## src/rtl/dog_scene_ctrl_if.sv

```systemverilog
// Event/sprite bundle between the game FSM (master) and the dog scene controller (slave).
interface dog_scene_ctrl_if;
  logic       round_start;
  logic       duck_shot;
  logic       duck_escaped;
  logic [9:0] dog_x;
  logic [9:0] dog_y;
  logic [2:0] dog_frame;
  logic       dog_visible;
  logic       dog_busy;
  logic       round_go;
  logic       result_done;

  modport master (
    output round_start, duck_shot, duck_escaped,
    input  dog_x, dog_y, dog_frame, dog_visible, dog_busy, round_go, result_done
  );

  modport slave (
    input  round_start, duck_shot, duck_escaped,
    output dog_x, dog_y, dog_frame, dog_visible, dog_busy, round_go, result_done
  );
endinterface

```

## src/rtl/dog_scene_ctrl.sv

```systemverilog
// Hunting-dog sprite sequencer: intro walk, jump into grass, then hit/miss pop-up.
//
//   state     | meaning
//   IDLE      | no round running, dog not drawn
//   WALK      | walking right toward the jump point
//   JUMP_UP   | rising to jump apex
//   JUMP_DOWN | falling behind the grass
//   HIDDEN    | behind grass, waiting for a result or next round
//   POP_UP    | rising to show the result
//   SHOW      | holding at pop-up apex
//   POP_DOWN  | sinking back behind the grass
module dog_scene_ctrl #(
  parameter logic [9:0] X_START    = 10'd0,
  parameter logic [9:0] X_JUMP     = 10'd240,
  parameter logic [9:0] X_SHOW     = 10'd288,
  parameter logic [9:0] Y_WALK     = 10'd300,
  parameter logic [9:0] Y_TOP      = 10'd220,
  parameter logic [9:0] Y_HIDE     = 10'd360,
  parameter logic [9:0] Y_SHOW     = 10'd280,
  parameter logic [9:0] STEP       = 10'd2,
  parameter int         FRAME_DIV  = 8,
  parameter int         SHOW_TICKS = 60
) (
  input  logic             Clk,
  input  logic             Reset_n,
  input  logic             frame_clk,
  dog_scene_ctrl_if.slave  bus
);

  localparam int AW = $clog2(FRAME_DIV + 1);
  localparam int HW = $clog2(SHOW_TICKS + 1);
  localparam logic [AW-1:0] ANIM_LOAD = AW'(FRAME_DIV - 1);
  localparam logic [HW-1:0] HOLD_LOAD = HW'(SHOW_TICKS - 1);

  typedef enum logic [2:0] {
    IDLE, WALK, JUMP_UP, JUMP_DOWN, HIDDEN, POP_UP, SHOW, POP_DOWN
  } state_t;

  state_t        state;
  logic          fc_q1, fc_q2;
  logic          tick;
  logic [9:0]    x_q, y_q;
  logic [2:0]    frame_q;
  logic          vis_q, busy_q, go_q, done_q;
  logic          pend_v, pend_hit;
  logic [AW-1:0] anim_cnt;
  logic [HW-1:0] hold_cnt;
  logic [9:0]    x_walk, y_top, y_hide, y_show;
  logic          new_evt, take_pend;

  // Move one STEP toward target, landing exactly on it when within a step.
  function automatic logic [9:0] approach(input logic [9:0] pos, input logic [9:0] target);
    logic [9:0] r;
    if (pos > target) r = ((pos - target) <= STEP) ? target : pos - STEP;
    else              r = ((target - pos) <= STEP) ? target : pos + STEP;
    return r;
  endfunction

  assign tick      = fc_q1 & ~fc_q2;
  assign x_walk    = approach(x_q, X_JUMP);
  assign y_top     = approach(y_q, Y_TOP);
  assign y_hide    = approach(y_q, Y_HIDE);
  assign y_show    = approach(y_q, Y_SHOW);
  assign new_evt   = (bus.duck_shot | bus.duck_escaped) && (state != IDLE);
  assign take_pend = (state == HIDDEN) && pend_v && !bus.round_start;

  always_ff @(posedge Clk) begin
    if (!Reset_n) begin
      fc_q1    <= 1'b0;
      fc_q2    <= 1'b0;
      state    <= IDLE;
      x_q      <= X_START;
      y_q      <= Y_WALK;
      frame_q  <= 3'd0;
      vis_q    <= 1'b0;
      busy_q   <= 1'b0;
      go_q     <= 1'b0;
      done_q   <= 1'b0;
      pend_v   <= 1'b0;
      pend_hit <= 1'b0;
      anim_cnt <= '0;
      hold_cnt <= '0;
    end else begin
      fc_q1  <= frame_clk;
      fc_q2  <= fc_q1;
      go_q   <= 1'b0;
      done_q <= 1'b0;

      // A result arriving while the slot is being consumed replaces it.
      if (new_evt && (!pend_v || take_pend)) begin
        pend_v   <= 1'b1;
        pend_hit <= bus.duck_shot;
      end else if (take_pend) begin
        pend_v <= 1'b0;
      end

      case (state)
        IDLE, HIDDEN: begin
          if (bus.round_start) begin
            x_q      <= X_START;
            y_q      <= Y_WALK;
            frame_q  <= 3'd0;
            anim_cnt <= ANIM_LOAD;
            vis_q    <= 1'b1;
            busy_q   <= 1'b1;
            state    <= WALK;
          end else if (take_pend) begin
            x_q     <= X_SHOW;
            y_q     <= Y_HIDE;
            frame_q <= pend_hit ? 3'd4 : 3'd5;
            vis_q   <= 1'b1;
            busy_q  <= 1'b1;
            state   <= POP_UP;
          end
        end
        WALK: if (tick) begin
          x_q <= x_walk;
          if (x_walk == X_JUMP) begin
            frame_q <= 3'd3;
            state   <= JUMP_UP;
          end else if (anim_cnt == '0) begin
            anim_cnt <= ANIM_LOAD;
            frame_q  <= (frame_q == 3'd2) ? 3'd0 : frame_q + 3'd1;
          end else begin
            anim_cnt <= anim_cnt - 1'b1;
          end
        end
        JUMP_UP: if (tick) begin
          y_q <= y_top;
          if (y_top == Y_TOP) state <= JUMP_DOWN;
        end
        JUMP_DOWN: if (tick) begin
          y_q <= y_hide;
          if (y_hide == Y_HIDE) begin
            vis_q  <= 1'b0;
            busy_q <= 1'b0;
            go_q   <= 1'b1;
            state  <= HIDDEN;
          end
        end
        POP_UP: if (tick) begin
          y_q <= y_show;
          if (y_show == Y_SHOW) begin
            anim_cnt <= ANIM_LOAD;
            hold_cnt <= HOLD_LOAD;
            state    <= SHOW;
          end
        end
        SHOW: if (tick) begin
          if (hold_cnt == '0) begin
            state <= POP_DOWN;
          end else begin
            hold_cnt <= hold_cnt - 1'b1;
            if (anim_cnt == '0) begin
              anim_cnt <= ANIM_LOAD;
              // hit frame (4) holds still; laugh alternates A/B
              if (frame_q != 3'd4) frame_q <= (frame_q == 3'd5) ? 3'd6 : 3'd5;
            end else begin
              anim_cnt <= anim_cnt - 1'b1;
            end
          end
        end
        POP_DOWN: if (tick) begin
          y_q <= y_hide;
          if (y_hide == Y_HIDE) begin
            vis_q  <= 1'b0;
            busy_q <= 1'b0;
            done_q <= 1'b1;
            state  <= HIDDEN;
          end
        end
        default: state <= IDLE;
      endcase
    end
  end

  assign bus.dog_x       = x_q;
  assign bus.dog_y       = y_q;
  assign bus.dog_frame   = frame_q;
  assign bus.dog_visible = vis_q;
  assign bus.dog_busy    = busy_q;
  assign bus.round_go    = go_q;
  assign bus.result_done = done_q;

endmodule
```

## src/flat_wrapper.sv

```systemverilog
// flat-port wrapper written by rule: the top's interface ports become plain ports
module dog_scene_ctrl_flat 
#(
  parameter logic [9:0] X_START    = 10'd0,
  parameter logic [9:0] X_JUMP     = 10'd240,
  parameter logic [9:0] X_SHOW     = 10'd288,
  parameter logic [9:0] Y_WALK     = 10'd300,
  parameter logic [9:0] Y_TOP      = 10'd220,
  parameter logic [9:0] Y_HIDE     = 10'd360,
  parameter logic [9:0] Y_SHOW     = 10'd280,
  parameter logic [9:0] STEP       = 10'd2,
  parameter int         FRAME_DIV  = 8,
  parameter int         SHOW_TICKS = 60
)
  (Clk, Reset_n, frame_clk, bus_round_start, bus_duck_shot, bus_duck_escaped, bus_dog_x, bus_dog_y, bus_dog_frame, bus_dog_visible, bus_dog_busy, bus_round_go, bus_result_done);
  dog_scene_ctrl_if bus_i ();
  input  logic Clk;
  input  logic Reset_n;
  input  logic frame_clk;
  input wire logic [$bits(bus_i.round_start)-1:0] bus_round_start;
  input wire logic [$bits(bus_i.duck_shot)-1:0] bus_duck_shot;
  input wire logic [$bits(bus_i.duck_escaped)-1:0] bus_duck_escaped;
  output wire logic [$bits(bus_i.dog_x)-1:0] bus_dog_x;
  output wire logic [$bits(bus_i.dog_y)-1:0] bus_dog_y;
  output wire logic [$bits(bus_i.dog_frame)-1:0] bus_dog_frame;
  output wire logic [$bits(bus_i.dog_visible)-1:0] bus_dog_visible;
  output wire logic [$bits(bus_i.dog_busy)-1:0] bus_dog_busy;
  output wire logic [$bits(bus_i.round_go)-1:0] bus_round_go;
  output wire logic [$bits(bus_i.result_done)-1:0] bus_result_done;
  assign bus_i.round_start = bus_round_start;
  assign bus_i.duck_shot = bus_duck_shot;
  assign bus_i.duck_escaped = bus_duck_escaped;
  assign bus_dog_x = bus_i.dog_x;
  assign bus_dog_y = bus_i.dog_y;
  assign bus_dog_frame = bus_i.dog_frame;
  assign bus_dog_visible = bus_i.dog_visible;
  assign bus_dog_busy = bus_i.dog_busy;
  assign bus_round_go = bus_i.round_go;
  assign bus_result_done = bus_i.result_done;
  dog_scene_ctrl #(.X_START(X_START), .X_JUMP(X_JUMP), .X_SHOW(X_SHOW), .Y_WALK(Y_WALK), .Y_TOP(Y_TOP), .Y_HIDE(Y_HIDE), .Y_SHOW(Y_SHOW), .STEP(STEP), .FRAME_DIV(FRAME_DIV), .SHOW_TICKS(SHOW_TICKS)) u_core (.Clk(Clk), .Reset_n(Reset_n), .frame_clk(frame_clk), .bus(bus_i));
endmodule
```

## config.mk

```make
export PLATFORM = sky130hd
export DESIGN_NAME = dog_scene_ctrl_flat
export DESIGN_NICKNAME = d
export VERILOG_FILES = /design/src/rtl/dog_scene_ctrl_if.sv /design/src/rtl/dog_scene_ctrl.sv /design/src/flat_wrapper.sv
export SDC_FILE = /design/constraint.sdc
export NUM_CORES = 1
export LEC_CHECK = 0
export ABC_AREA = 1
export BUFFER_PORTS_ARGS = -buffer_cell sky130_fd_sc_hd__buf_2
export CAP_MARGIN = 30
export CORE_MARGIN = 1
export CORE_UTILIZATION = 56
export CTS_CLUSTER_DIAMETER = 100
export CTS_CLUSTER_SIZE = 14
export DETAILED_ROUTE_END_ITERATION = 6
export PLACE_DENSITY = 0.83
export SLEW_MARGIN = 20
export SYNTH_ARGS = -nofsm -noshare
export SYNTH_HDL_FRONTEND = slang
export SYNTH_SLANG_ARGS = --single-unit
```

## constraint.sdc

```tcl
create_clock -name Clk -period 2.5 [get_ports Clk]
set_clock_uncertainty 0.2 [all_clocks]
set_input_delay 0.5 -clock Clk [delete_from_list [all_inputs] [get_ports Clk]]
set_output_delay 0.5 -clock Clk [all_outputs]
set_load 0.01 [all_outputs]
```

==> results.sh <==
export IMPL_ir_worst_vdd_uv=659
export IMPL_postSynthCellCount=841
export IMPL_grt_max_degree=27
export IMPL_p_sw_w=0.00404
export IMPL_drt_iter0_drc=738
export IMPL_leakagePower_nw=3.28
export IMPL_ant_nets=0
export IMPL_dp_hpwl_mm=12.8
export IMPL_grt_pass1_vias=5855
export IMPL_cp_end_kind="flip-flop"
export IMPL_coreArea_mm2=0.00830
export IMPL_fin_nets=1027
export IMPL_grtUsageTotal=0.383
export IMPL_area_growth_pct=40.7
export IMPL_hold_viol_final=0
export IMPL_power_density_mw_per_mm2=1110
export IMPL_cp_required_ns=2.55
export IMPL_syn_nets=880
export IMPL_drt_vias_per_instance=5.99
export IMPL_boundaryPins=33
export IMPL_die_area_mm2=0.00901
export IMPL_critPathArrivalTime_ns=2.83
export IMPL_drive_above_1_share=0.387
export IMPL_synth_top_area_cell="nand2_1"
export IMPL_fin_crit_ns=2.78
export IMPL_combinationalPowerShare=0.792
export IMPL_grt_pass1_wl_mm=27.1
export IMPL_vias=6552
export IMPL_final_cell_mix="222 x nand2_1, 120 x buf_4, 83 x nor2_1"
export IMPL_cap_violations=0
export IMPL_drc=2
export IMPL_finalWorstSetupSlack_ns=-0.275
export IMPL_cts_max_level=2
export IMPL_multi_input_area_mm2=0.00410
export IMPL_initial_core_util=0.582
export IMPL_synth_seq_cells=43
export IMPL_dp_cells=1071
export IMPL_violations="design-rule violations, negative setup slack"
export IMPL_place_congestion=1.03
export IMPL_antenna_found_initial=0
export IMPL_cts_root_buffer="clkbuf_8"
export IMPL_syn_avg_cell_area_um2=5.75
export IMPL_top_layer_used="met4"
export IMPL_port_buffers=32
export IMPL_pwr_share_clk=0.063
export IMPL_yosys_top_cells_area="nand2_1 21%, dfxtp_1 18%, ha_1 8.5%"
export IMPL_start_kind="flip-flop"
export IMPL_yosys_warnings=0
export IMPL_p_seq_frac=0.145
export IMPL_dpl_cell_area_mm2=0.00597
export IMPL_internal_power_w=0.00350
export IMPL_critPathKind="reg2reg"
export IMPL_swShare=0.536
export IMPL_synth_cell_types=46
export IMPL_finalSetupViolCount=20
export IMPL_rsz0062_at_grt="true"
export IMPL_rows=33
export IMPL_slew_violations=0
export IMPL_cts_buffers=5
export IMPL_maxSlewHeadroom=0.682
export IMPL_cts_buffer_depth=2
export IMPL_crit_path_max_fanout=8
export IMPL_fin_crit_sh=1.11
export IMPL_tritoncts="done"
export IMPL_final_common_cell="nand2_1"
export IMPL_final_seq_area_um2=887
export IMPL_routedWlPerCell_um=16.9
export IMPL_clkSinkCount=43
export IMPL_holdCritPathClass="in2reg"
export IMPL_finalPower_w=0.00754
export IMPL_postLayoutCellArea_mm2=0.00680
export IMPL_grt_ovfl_total=0
export IMPL_cts_reportedPaths_clkPinSlew_ns=0.09
export IMPL_fin_cells=1094
export IMPL_netlist_area_mm2=0.00483
export IMPL_met1_length_mm=7.16
export IMPL_firstDrtPassIters=7
export IMPL_outcome="finished with violations"
export IMPL_wl_met2_mm=8.57
export IMPL_synth_top_area_frac=0.214
export IMPL_yosysSeqAreaShare=0.178
export IMPL_fmax_mhz=360
export IMPL_num_antenna_cells=0
export IMPL_die_x_um=94.9
export IMPL_wl_mm=18.5
export IMPL_fill_cells=549
export IMPL_worstMarginPinSlew_ns=0.473
export IMPL_dieHeight_um=94.9
export IMPL_pre_cts_ws_ns=-0.276
export IMPL_wl_met3_mm=2.20
export IMPL_insertion_delay_ns=0.31
export IMPL_worst_hold_slack_ns=0.172
==> synthesized netlist by cell type, drive strengths merged <==
master / count
o311ai: 1
o21ai: 31
a221oi: 2
xor2: 18
o31ai: 2
nor3: 11
buf: 18
a31oi: 1
a21oi: 38
nand3: 85
a211oi: 1
or2: 2
o22ai: 5
o211ai: 3
clkbuf: 4
nor4: 2
ha: 33
nor2: 112
o2111ai: 2
nand4: 21
o21bai: 2
nor3b: 1
nand3b: 4
a21boi: 1
and3: 3
inv: 93
o221ai: 3
dfxtp: 43
nand2: 291
clkinv: 6
xnor2: 2
==> flip-flops by register name (all words and copies together), names as in the netlist <==
signal                  count
u_core.bus.result_done      1
u_core.bus.dog_frame        3
u_core.pend_v               1
u_core.pend_hit             1
u_core.bus.dog_x           10
u_core.bus.round_go         1
u_core.fc_q2                1
u_core.anim_cnt             4
u_core.hold_cnt             6
u_core.state                3
u_core.bus.dog_y           10
u_core.bus.dog_visible      1
u_core.fc_q1                1
==> area by class of cell <==
cell class              instances  area share
flip-flops and latches         43       0.130
inverters                      99      0.0592
multi-input cells             677       0.603
well taps                     105      0.0193
clock buffers                   5      0.0101
clock inverters                 3     0.00276
repair buffers                162       0.175
==> worst paths after layout <==
path,end,slack (ns),cells past startpoint,from
setup reg to reg,u_core.state[2],-0.28,19,u_core.bus.dog_y[3]
hold reg to reg,u_core.fc_q2,0.24,2,u_core.fc_q1
setup / recovery,u_core.state[2],-0.28,19,u_core.bus.dog_y[3]
hold / removal,u_core.fc_q1,0.17,3,frame_clk
==> routing by layer <==
metal / vias up / global-route usage
li1: 3010 / -
met1: 2988 / 0.516
met2: 479 / 0.618
met3: 75 / 0.0588
met4: 0 / 0.128
met5: - / 0
==> cells by family (layout without fill, tap and decap cells) <==
group | Yosys count | after routing | share of synthesized area
xor gates and xnor gates | 20 | 20 | 0.0362
DFF | 43 | 43 | 0.178
buffers and inverters | 121 | 269 | 0.103
and+or+nand+nor | 532 | 532 | 0.486
AOI/OAI and AO/OA | 92 | 92 | 0.111
adders and majority gates | 33 | 33 | 0.0854
==> metrics by stage <==
stage          TNS, ns  utilization
2_1_floorplan        0            -
3_3_place_gp     -1.60        0.720
3_5_place_dp     -2.79        0.720
4_1_cts          -1.46        0.753
5_1_grt          -5.55        0.819
6_report         -3.08        0.819
==> power groups by stage <==
stage	registers (W)	logic (W)	clock network [W]
floorplan	0.00107	0.00303	0
global placement	0.00106	0.00464	0
detailed placement	0.00107	0.00477	0
CTS	0.00106	0.00512	0.000476
global route	0.00111	0.00643	0.000505
finish	0.00109	0.00597	0.000478
==> what timing repair did <==
action	in CTS	in global routing
gates cloned	0	0
buffers inserted	7	8
hold endpoints to repair	0	0
gates resized for setup	41	149
endpoints found under the setup margin	19	27
hold buffers	0	0
pin swaps	25	76
==> worst max-delay path, stage by stage (launching register included) <==
cell and delay (ns):
dfxtp_4 0.43, buf_6 0.13, ha_4 0.14, nand2_4 0.08, a21oi_4 0.16, nand2_2 0.08
nor2_4 0.15, nand3_4 0.16, nand3_2 0.13, nand2_2 0.08, buf_4 0.14, nor2_1 0.13
nand3_1 0.10, nor2_1 0.15, nor2_1 0.08, nor2_1 0.12, nand2_1 0.05, nand2_1 0.06
nand2_1 0.06, nor2_1 0.07
Power figures use the tool's default switching activity.
